[src/rtl/outer1bits_expand.sv]
// Bit-serial fill-mask rebuilder: turns one-hot left/right edge markers back into
// the contiguous run of ones between them. OUTER1BITS_EXPAND_BACKPRESSURE_EN adds data_ready_i.
module outer1bits_expand #(
    parameter int WIDTH = 4
) (
    input  logic             clk_i,
    input  logic             rst_i,
    input  logic             data_val_i,
    input  logic [WIDTH-1:0] data_left_i,
    input  logic [WIDTH-1:0] data_right_i,
`ifdef OUTER1BITS_EXPAND_BACKPRESSURE_EN
    input  logic             data_ready_i,
`endif
    output logic             data_ready_o,
    output logic             data_val_o,
    output logic [WIDTH-1:0] data_o,
    output logic             error_o
);

    localparam int IDX_W = (WIDTH > 1) ? $clog2(WIDTH) : 1;

    typedef enum logic [1:0] {
        IDLE,
        SCAN,
        DONE
    } state_t;

    state_t           state_q, state_d;
    logic [IDX_W-1:0] idx_q, idx_d;
    logic             inside_q, inside_d;
    logic [WIDTH-1:0] left_q, left_d;
    logic [WIDTH-1:0] right_q, right_d;
    logic [WIDTH-1:0] mask_q, mask_d;
    logic             err_q, err_d;
    logic [WIDTH-1:0] data_q, data_d;
    logic             err_out_q, err_out_d;
    logic             inside_next;
    logic             word_ok;

    function automatic logic is_onehot(input logic [WIDTH-1:0] v);
        return (v != '0) && ((v & (v - WIDTH'(1))) == '0);
    endfunction

    assign word_ok = is_onehot(data_left_i) && is_onehot(data_right_i)
                     && (data_left_i >= data_right_i);

    always_comb begin
        state_d     = state_q;
        idx_d       = idx_q;
        inside_d    = inside_q;
        left_d      = left_q;
        right_d     = right_q;
        mask_d      = mask_q;
        err_d       = err_q;
        data_d      = data_q;
        err_out_d   = err_out_q;
        inside_next = inside_q | left_q[idx_q];

        case (state_q)
            IDLE: begin
                if (data_val_i) begin
                    state_d  = SCAN;
                    inside_d = 1'b0;
                    mask_d   = '0;
                    if (word_ok) begin
                        left_d  = data_left_i;
                        right_d = data_right_i;
                        idx_d   = IDX_W'(WIDTH - 1);
                        err_d   = 1'b0;
                    end else begin
                        // Zero/malformed words run a single blank scan step at bit 0,
                        // which yields an all-zero mask one edge later.
                        left_d  = '0;
                        right_d = '0;
                        idx_d   = '0;
                        err_d   = (data_left_i != '0) || (data_right_i != '0);
                    end
                end
            end
            SCAN: begin
                mask_d[idx_q] = inside_next;
                inside_d      = inside_next & ~right_q[idx_q];
                if (idx_q == '0) begin
                    state_d   = DONE;
                    data_d    = mask_d;
                    err_out_d = err_q;
                end else begin
                    idx_d = idx_q - 1'b1;
                end
            end
            DONE: begin
`ifdef OUTER1BITS_EXPAND_BACKPRESSURE_EN
                if (data_ready_i) begin
                    state_d = IDLE;
                end
`else
                state_d = IDLE;
`endif
            end
            default: state_d = IDLE;
        endcase
    end

    always_ff @(posedge clk_i or posedge rst_i) begin
        if (rst_i) begin
            state_q   <= IDLE;
            idx_q     <= '0;
            inside_q  <= 1'b0;
            left_q    <= '0;
            right_q   <= '0;
            mask_q    <= '0;
            err_q     <= 1'b0;
            data_q    <= '0;
            err_out_q <= 1'b0;
        end else begin
            state_q   <= state_d;
            idx_q     <= idx_d;
            inside_q  <= inside_d;
            left_q    <= left_d;
            right_q   <= right_d;
            mask_q    <= mask_d;
            err_q     <= err_d;
            data_q    <= data_d;
            err_out_q <= err_out_d;
        end
    end

    assign data_ready_o = (state_q == IDLE);
    assign data_val_o   = (state_q == DONE);
    assign data_o       = data_q;
    assign error_o      = err_out_q;

endmodule

[config.mk]
export PLATFORM = sky130hd
export DESIGN_NAME = outer1bits_expand
export DESIGN_NICKNAME = d
export VERILOG_FILES = /design/src/rtl/outer1bits_expand.sv
export SDC_FILE = /design/constraint.sdc
export NUM_CORES = 1
export LEC_CHECK = 0
export BUFFER_PORTS_ARGS = -buffer_cell sky130_fd_sc_hd__buf_2
export CAP_MARGIN = 15
export CORE_MARGIN = 4
export CORE_UTILIZATION = 50
export DETAILED_ROUTE_END_ITERATION = 7
export PLACE_DENSITY_LB_ADDON = 0.08
export RECOVER_POWER = 25
export SYNTH_ARGS = -nofsm -noshare
export SYNTH_HDL_FRONTEND = slang
export SYNTH_SLANG_ARGS = --single-unit
[constraint.sdc]
create_clock -name clk_i -period 3.6 [get_ports clk_i]
set_input_delay 0.72 -clock clk_i [delete_from_list [all_inputs] [get_ports clk_i]]
set_output_delay 0.72 -clock clk_i [all_outputs]
set_load 0.01 [all_outputs]
==> impl_results.md, run 1 <==
- Post-synthesis cell count: 117
- Full die area: 3373 µm²
- Die Wd: about 58 µm
- H-tree depth: 1
- Initial Util: 54.58%
- Initial antenna violation count: 0
- Worst-Margin Slew: 821.3 ps
- Nets: roughly 150
- Tot Pwr: 0.7303 mW
- Worst setup path class: reg -> out
- Residual DRC count: 0
- Pleak: 0.6901 nW
- Share of layout cells above drive strength 1: between 20% and 30%
- Clock root buffer: clkbuf_4
- Async SR Flop Fraction: 100.0%
- Worst setup EP type: primary output
- CTS Hold Bufs: 0
- RSZ-0062 raised after global routing: no
- Max-cap viol count: 0
- Total negative slack: 0 ps
- Dpl cell area: 1350 µm²
- Fin. max-slew vios: 0
- DR pass1 iterations: 4
- Hold slack: 480.7 ps
- Core Area: 2297 µm²
- Post-CTS setup buffers: 0
- PortBufs: 17
- First-pass GRT wire length: 4.319 mm
- PD cells: 532.0 nW/µm²
- Mapped cell area: ~1300 µm²
- Final min period: 1916 ps
- Placed Cells: 158
- Synth top area cells: dfrtp_1 (44%), ha_1 (8.0%), a32o_2 (6.3%), mux4_2 (3.6%), inv_1 (3.3%)
- Non-Filler Instances: 161
- Commonest non-fill, non-tap cell in the layout: dfrtp_1
- Most frequent cells in the layout: dfrtp_1 (22), buf_2 (17), inv_1 (11), nor2_1 (8), ha_1 (8)
- Syn_nets: between 100 and 150
- Met2 usage: 25.16%
- Rows: 17
- Post-route ant nets: 0
- Total track usage: 16.59%
- Syn avg cell area: 10.72 µm²
- Worst Path Arrival: 1200 ps
- Placed wire-length estimate: 1.885 mm
- Sequential fraction of the synthesis area: between 40% and 50%
- Final worst-path cycle share: 53.22%
- TritonCTS clock tree: yes
- Outcome: completed
- Main synth FF type: dfrtp_1
- Synthesis-to-finish area growth: 9.481%
- Startpoint type of the worst setup path: flip-flop
- Vias in the first global route: 971
- Max VDD drop: 0.3193 mV
- CTS sink count: 22
- Clock-pin slew on the worst setup and hold paths: 110 ps
- Pre-CTS setup slack: roughly 1400 ps
- Clk buf depth: 2
- Drt total wl: 2.438 mm
- Post-synth top area cell: dfrtp_1
- Hold crit path type: reg -> reg
- Crit-path leading delay family: flip-flops
- Worst-Skew Late Latency: 300 ps
- Slew HR: 45.18%
- Overflow after GRT: 0
- Largest net degree at the start of global routing: 23
- Hold Fails Final Rpt: 0
- Fmax: 0.5220 GHz
- Cts bufs inserted: 3
- Diode count: 0
- Initial DRC Count: 35
- Via-to-Cell Ratio: roughly 6
- Slowest CP cell: dfrtp_1
- Setup slack after layout: between 1500 and 2000 ps
- Placer Congestion: 0.7235
- DIE HEIGHT: 58.08 µm
- Resized Gates After CTS: 0
- Synth unique cells: 35
- EDFF count, synth: 0
- Busiest grt layer: met2
- M3 GR Usage: 3.563%
- WP buf/inv: 2
- Setup violators final: 0
- Post-layout util: 59.75%
- Cell breakdown of the critical path: inv_1 -> nor2_1 -> buf_2
- Yosys top cell area share: 43.91%
- Vias: 962
- Yosys reg bits: 22
- CP required: 2880 ps
- CP Max Fanout: 8
- Finished Cell Area: 1373 µm²
- I/O pin cnt: 18
- Clock Skew: 3.194 ps
- Detail-routed net length per standard cell: about 15 µm
- Met1 usage: 21.45%
- CP max stage delay: between 500 and 600 ps
- Synth warnings: 0
## per-layer routing
layer,up-vias,part of all wire [%]
li1,478,-
met1,458,47
met2,18,45
met3,8,4.5
met4,0,3.4
met5,-,0
## synthesized netlist by cell type, types with 3 or more instances
cell	count
nor3_1	4
a22o_1	3
a21oi_1	6
a221o_1	4
ha_1	8
o21ai_0	6
nor2_1	8
nor3b_1	3
dfrtp_1	22
inv_1	11
a32o_2	7
nand2_1	5
## report_power, final
part,internal (mW),switching [mW]
Sequential,0.288,0.0541
Clock,0.0391,0.0707
Combinational,0.109,0.169
Total,0.437,0.293
## flip-flops by register name, summed over array words and instances (netlist names)
register  count
data_o        4
left_q        4
right_q       4
mask_q        3
idx_q         2
state_q       2
err_q         1
error_o       1
inside_q      1
## area by class of cell
class | instances | area [µm²]
timing repair buffer | 17 | 85.08
sequential | 22 | 550.5
tap | 28 | 35.03
inverter | 12 | 45.04
clock buffer | 3 | 22.52
fill | 186 | 924.6
multi-input combinational | 79 | 634.4
## worst register-to-register path: cells and delay by family (launching register included)
| family | cells | cell delay [ps] |
|---|---|---|
| AOI/OAI and AO/OA | 1 | 320 |
| adders and majority gates | 1 | 280 |
| buffers and inverters | 1 | 120 |
| DFF | 1 | 540 |
| and+or+nand+nor | 2 | 480 |
## cells by family after synthesis
logic type | Yosys count | share of synthesized area [%]
AOI/OAI and AO/OA | 35 | 22.56
and+or+nand+nor | 31 | 14.17
DFF | 22 | 43.91
buffers and inverters | 16 | 5.489
adders and majority gates | 8 | 7.984
muxes | 3 | 4.491
xor gates and xnor gates | 2 | 1.397
## worst paths after layout
check | from | slack, ps | to | cells after the start
max | state_q[1] | 1680 | data_val_o | 3
min | data_o[0] | 480 | data_o[0] | 1
max reg2reg | idx_q[0] | 1770 | data_o[3] | 5
min reg2reg | data_o[0] | 480 | data_o[0] | 1
max in group asynchronous | rst_i | 2540 | state_q[1] | 2
min in group asynchronous | rst_i | 550 | left_q[1] | 2
Note: power is estimated with default switching activity, not from simulation.
==> inputs of run 2 (changes only) <==
Clock period 3.6 ns to 2 ns, I/O delays scaled along.
==> impl_results.md, run 2 (synthesis gave the netlist of run 1 again) <==
- Outcome: completed
- CP Max Fanout: 5
- Vias in the first global route: between 1,000 and 1,500
- Most frequent cells in the layout: dfrtp_1 (22), buf_2 (17), inv_1 (11), nor2_1 (8), ha_1 (8)
- Cell count of the worst reg-to-reg path: 4
- Fmax: 0.5937 GHz
- Nets: 159
- Worst-Skew Late Latency: 300 ps
- CTS sink count: 22
- Multi-input logic area: about 630 µm²
- Resized Gates After CTS: 0
- Slew HR: 22.80%
- Total track usage: between 10% and 20%
- Detail-routed net length per standard cell: 15.86 µm
- Final min period: approximately 1700 ps
- RSZ-0062 raised after global routing: no
- R2r startpoint: idx_q[0]
- Worst-Margin Slew: 1158 ps
- Clock root buffer: clkbuf_4
- Max-cap viol count: 0
- Diode count: 0
- First-pass GRT wire length: 4.816 mm
- Initial antenna violation count: 0
- Pleak: just over 0.7 nW
- Hold Fails Final Rpt: 0
- Vias: 1,023
- Register area: between 500 and 600 µm²
- Die Wd: 58.08 µm
- Fillers: 208
- Clock Skew: 2.429 ps
- Overflow after GRT: 0
- Final worst-path cycle share: between 80% and 90%
- I/O pin cnt: 18
- Commonest non-fill, non-tap cell in the layout: dfrtp_1
- DIE HEIGHT: slightly below 60 µm
- Core Area: 2297 µm²
- Hold crit path type: in -> reg
- Setup violators final: 0
- Placed wire-length estimate: 1.972 mm
- Clock-pin slew on the worst setup and hold paths: approximately 120 ps
- Post-route ant nets: 0
- PortBufs: 17
- PD cells: 973.3 nW/µm²
- Cts bufs inserted: 3
- DR pass1 iterations: 4
- CP required: 2200 ps
- Post-CTS setup buffers: 0
- Initial Util: between 50% and 60%
- Initial DRC Count: 48
- Placed Cells: around 160
- Worst Setup SP: idx_q[0]
- Largest net degree at the start of global routing: 23
- Rows: 17
- Worst setup EP type: flip-flop
- Worst setup path class: reg -> reg
- Drt total wl: about 2.6 mm
- Startpoint type of the worst setup path: flip-flop
- Max VDD drop: 0.5788 mV
- WHS Path Cells: 3
- R2r endpoint: data_o[2]
- CTS Hold Bufs: 0
- Clk buf depth: 2
- Fin. max-slew vios: 0
- Tot Pwr: roughly 1.4 mW
- Total negative slack: 0 ps
- Synthesis-to-finish area growth: 12.18%
- Placer Congestion: 0.7514
- Min-delay src: data_val_i
- WHS Endpoint: state_q[0]
- Share of layout cells above drive strength 1: ~28%
- Worst Path Arrival: around 1900 ps
- Worst R2R Setup Slack: 320 ps
- H-tree depth: 1
- Full die area: about 3400 µm²
- Via-to-Cell Ratio: 6.163
- TritonCTS clock tree: yes
- Non-Filler Instances: roughly 170
- Residual DRC count: 0
==> run 2: cell types whose count changed in the layout (fill, tap and decap cells not counted), sizes merged <==
| cell | delta |
|---|---|
| buf | +4 |
| clkbuf | +1 |
==> run 2: through the flow <==
stage | hold slack [ps] | instance area, µm² | utilization [%] | setup WS (ps)
2_1_floorplan | 389.2 | 1254 | - | 388.8
3_3_place_gp | 443.7 | 1388 | 60.40 | 219.6
3_5_place_dp | 454.4 | 1388 | 60.40 | 200.1
4_1_cts | 114.0 | 1410 | 61.38 | 306.4
5_1_grt | 391.8 | 1406 | 61.22 | 189.0
6_report | 384.4 | 1406 | 61.22 | 315.6
==> run 2: metal layers <==
layer / vias up / wire [µm] / global-route usage, %
li1: 495 / - / -
met1: 497 / 1211 / 24.23
met2: 29 / 1291 / 30.16
met3: 2 / 115 / 3.341
met4: 0 / 15 / 5.629
met5: - / 0 / 0
==> run 2: how the worst max path moves through the flow <==
stage,to,cells after the start,slack [ps]
after floorplan,data_o[1],4,390
after global placement,left_q[0],7,220
after detailed placement,right_q[1],5,200
after CTS,data_o[1],4,310
after global routing,data_o[1],5,190
final,data_o[2],4,320
==> run 2: critical path, stage by stage, from the launching register on <==
cell and delay [ps]:
dfrtp_1 480, mux4_2 560, nor2_2 130, nor2_1 110
a221o_1 300
==> run 2: final cells by class <==
type	count	area share, %
multi-input cells	79	45.11
flip-flops and latches	22	39.15
well taps	28	2.491
inverters	12	3.203
clock buffers	3	1.601
repair buffers	22	8.452
==> run 2: power breakdown <==
part	internal [mW]	switching [mW]
sequential	0.519	0.0764
clock	0.0703	0.129
combinational	0.229	0.344
==> inputs of run 3 (changes only) <==
Settings changed: ABC_AREA set to 1.
Clock period 2 ns to 1.6 ns, I/O delays scaled along.
==> impl_results.md, run 3 <==
- Outcome: completed
- Synthesis-to-finish area growth: 15.51%
- Fillers: 217
- Resized Gates After CTS: 0
- CP Max Fanout: 3
- Setup violators final: 0
- Post-synth top area cell: dfrtp_1
- Worst-Skew Late Latency: 310 ps
- H-tree depth: 1
- Total negative slack: 0 ps
- Cts bufs inserted: 3
- Commonest non-fill, non-tap cell in the layout: nand2_1
- Most frequent cells in the layout: nand2_1 (52), dfrtp_1 (22), inv_1 (19), buf_2 (17), nor2_1 (16)
- Via-to-Cell Ratio: roughly 5
- Cell breakdown of the critical path: or2_1 -> inv_1 -> buf_2
- Initial antenna violation count: 0
- Post-CTS setup buffers: 0
- Mapped cell area: 1259 µm²
- Synth top area cells: dfrtp_1 (44%), nand2_1 (16%), ha_1 (8.0%), inv_1 (5.7%), nand3_1 (5.6%)
- Core Area: ~2300 µm²
- Clk buf depth: 2
- Register area: 550.5 µm²
- First-pass GRT wire length: roughly 4.6 mm
- Clock-pin slew on the worst setup and hold paths: 130 ps
- Nets: approximately 210
- Vias in the first global route: 1,092
- Non-Filler Instances: around 220
- Mux share of post-synthesis cell area: less than 1%
- Overflow after GRT: 0
- Post-synthesis compound-gate area fraction: 8.350%
- DR pass1 iterations: 4
- Synth Area in XOR/XNOR: 0%
- Residual DRC count: 0
- Fmax: 0.6629 GHz
- Startpoint type of the worst setup path: flip-flop
- Placed wire-length estimate: 2.064 mm
- Diode count: 0
- Initial DRC Count: 21
- Die Wd: 58.18 µm
- Pleak: 0.7929 nW
- Largest net degree at the start of global routing: 23
- Share of layout cells above drive strength 1: 20.21%
- Worst setup EP type: primary output
- DIE HEIGHT: 58.18 µm
- Fin. max-slew vios: 0
- Total track usage: 17.49%
- Worst setup path class: reg -> out
- Crit-path leading delay family: flip-flops
- CTS Hold Bufs: 0
- RSZ-0062 raised after global routing: no
- Slowest CP cell: dfrtp_1
- Yosys reg bits: 22
- Drt total wl: around 2.5 mm
- Synth Area in Simple Gates: a little under a third
- Vias: 1,102
- Main synth FF type: dfrtp_1
- CP max stage delay: between 400 and 500 ps
- Async SR Flop Fraction: 100.0%
- Placed Cells: 217
- Post-layout util: between 60% and 70%
- TritonCTS clock tree: yes
- Top-count cell post-synth: nand2_1
- Yosys top cell area share: 43.74%
- Initial Util: 54.79%
- Synth warnings: 0
- Rows: 17
- Syn_nets: about 190
- Synth unique cells: 19
- Slew HR: 22.81%
- Syn avg cell area: 7.492 µm²
- PD cells: 1655 nW/µm²
- Largest family of logic cells by synthesized area: simple AND/OR/NAND/NOR gates
- Worst-Margin Slew: approximately 1200 ps
- Full die area: 3384 µm²
- Final worst-path cycle share: 94.29%
- Post-route ant nets: 0
- Sequential fraction of the synthesis area: 43.74%
- Max VDD drop: between 0.9 and 1 mV
- CTS sink count: 22
- Placer Congestion: 0.8316
- Multi-input logic area: about 600 µm²
- PortBufs: 17
- Max-cap viol count: 0
- Detail-routed net length per standard cell: 11.44 µm
- WP buf/inv: 2
- Worst Path Arrival: 1190 ps
- I/O pin cnt: 18
- CP required: between 1000 and 1500 ps
- Hold Fails Final Rpt: 0
- Post-synthesis cell count: 168
- Synth Area in Adders: 7.952%
- Clock Skew: 6.313 ps
- Hold crit path type: in -> reg
- Synth top cells by count: nand2_1 (52), dfrtp_1 (22), inv_1 (19), nor2_1 (16), nand3_1 (14)
- Final min period: 1509 ps
- EDFF count, synth: 0
- Clock root buffer: clkbuf_4
-- run 3: cell count changes in the layout (fill, tap and decap cells not counted), moves of 5 or more --
cell / previous run / this run
nand2_1: 5 / 52
a32o_2: 7 / 0
nand3_1: 1 / 14
o21ai_1: 0 / 7
nor2_1: 8 / 16
inv_2: 1 / 6
inv_1: 11 / 19
-- run 3: cell type report --
cell class	instances	share of cell area (%)
multi-input cells	120	41.48
clock inverters	1	2.065
well taps	28	2.410
inverters	25	6.454
clock buffers	3	1.549
repair buffers	22	8.176
flip-flops and latches	22	37.87
-- run 3: kinds of logic after synthesis --
kind of cell / after synthesis
AO/OA/AOI/OAI: 20
buffers and inverters: 26
flip-flops: 22
adder cells (fa/ha/maj): 8
multiplexers: 1
AND/OR/NAND/NOR: 91
-- run 3: final timing paths --
| path | startpoint | to | slack [ps] | cells past startpoint |
|---|---|---|---|---|
| min in group asynchronous | rst_i | data_o[0] | 350 | 3 |
| max in group asynchronous | rst_i | left_q[1] | 570 | 3 |
| setup reg to reg | idx_q[0] | error_o | 260 | 5 |
| hold / removal | data_left_i[0] | left_q[0] | 270 | 3 |
| hold reg to reg | err_q | err_q | 490 | 2 |
| setup / recovery | state_q[0] | data_ready_o | 90 | 3 |
-- run 3: metrics by stage --
stage	instance area (µm²)	hold slack, ps	power (mW)	worst slack, ps
global placement	1405	362.2	1.967	142.5
finish	1454	270.0	2.406	91.42
CTS	1458	16.18	2.432	77.84
detailed placement	1405	374.8	2.002	61.98
global route	1454	269.5	2.640	11.93
floorplan	1259	309.2	1.653	182.1
-- run 3: power breakdown --
part           total, mW  switching, mW  internal, mW
logic               1.15          0.716         0.435
clock network      0.431          0.178         0.253
registers          0.824         0.0895         0.734
total               2.41          0.983          1.42
-- run 3: worst reg2reg max path, cell delays in order (launching register included) --
cell	delay, ps
dfrtp_1	420
inv_2	110
ha_1	190
inv_2	60
nor2_2	120
mux2_1	320
-- run 3: metal layers --
| layer | share of wire [%] | track usage, % | routed length, µm |
|---|---|---|---|
| met5 | 0 | 0 | 0 |
| met4 | 1.8 | 6.954 | 46 |
| met3 | 4.2 | 2.004 | 106 |
| met2 | 52 | 34.03 | 1324 |
| met1 | 42 | 18.86 | 1051 |
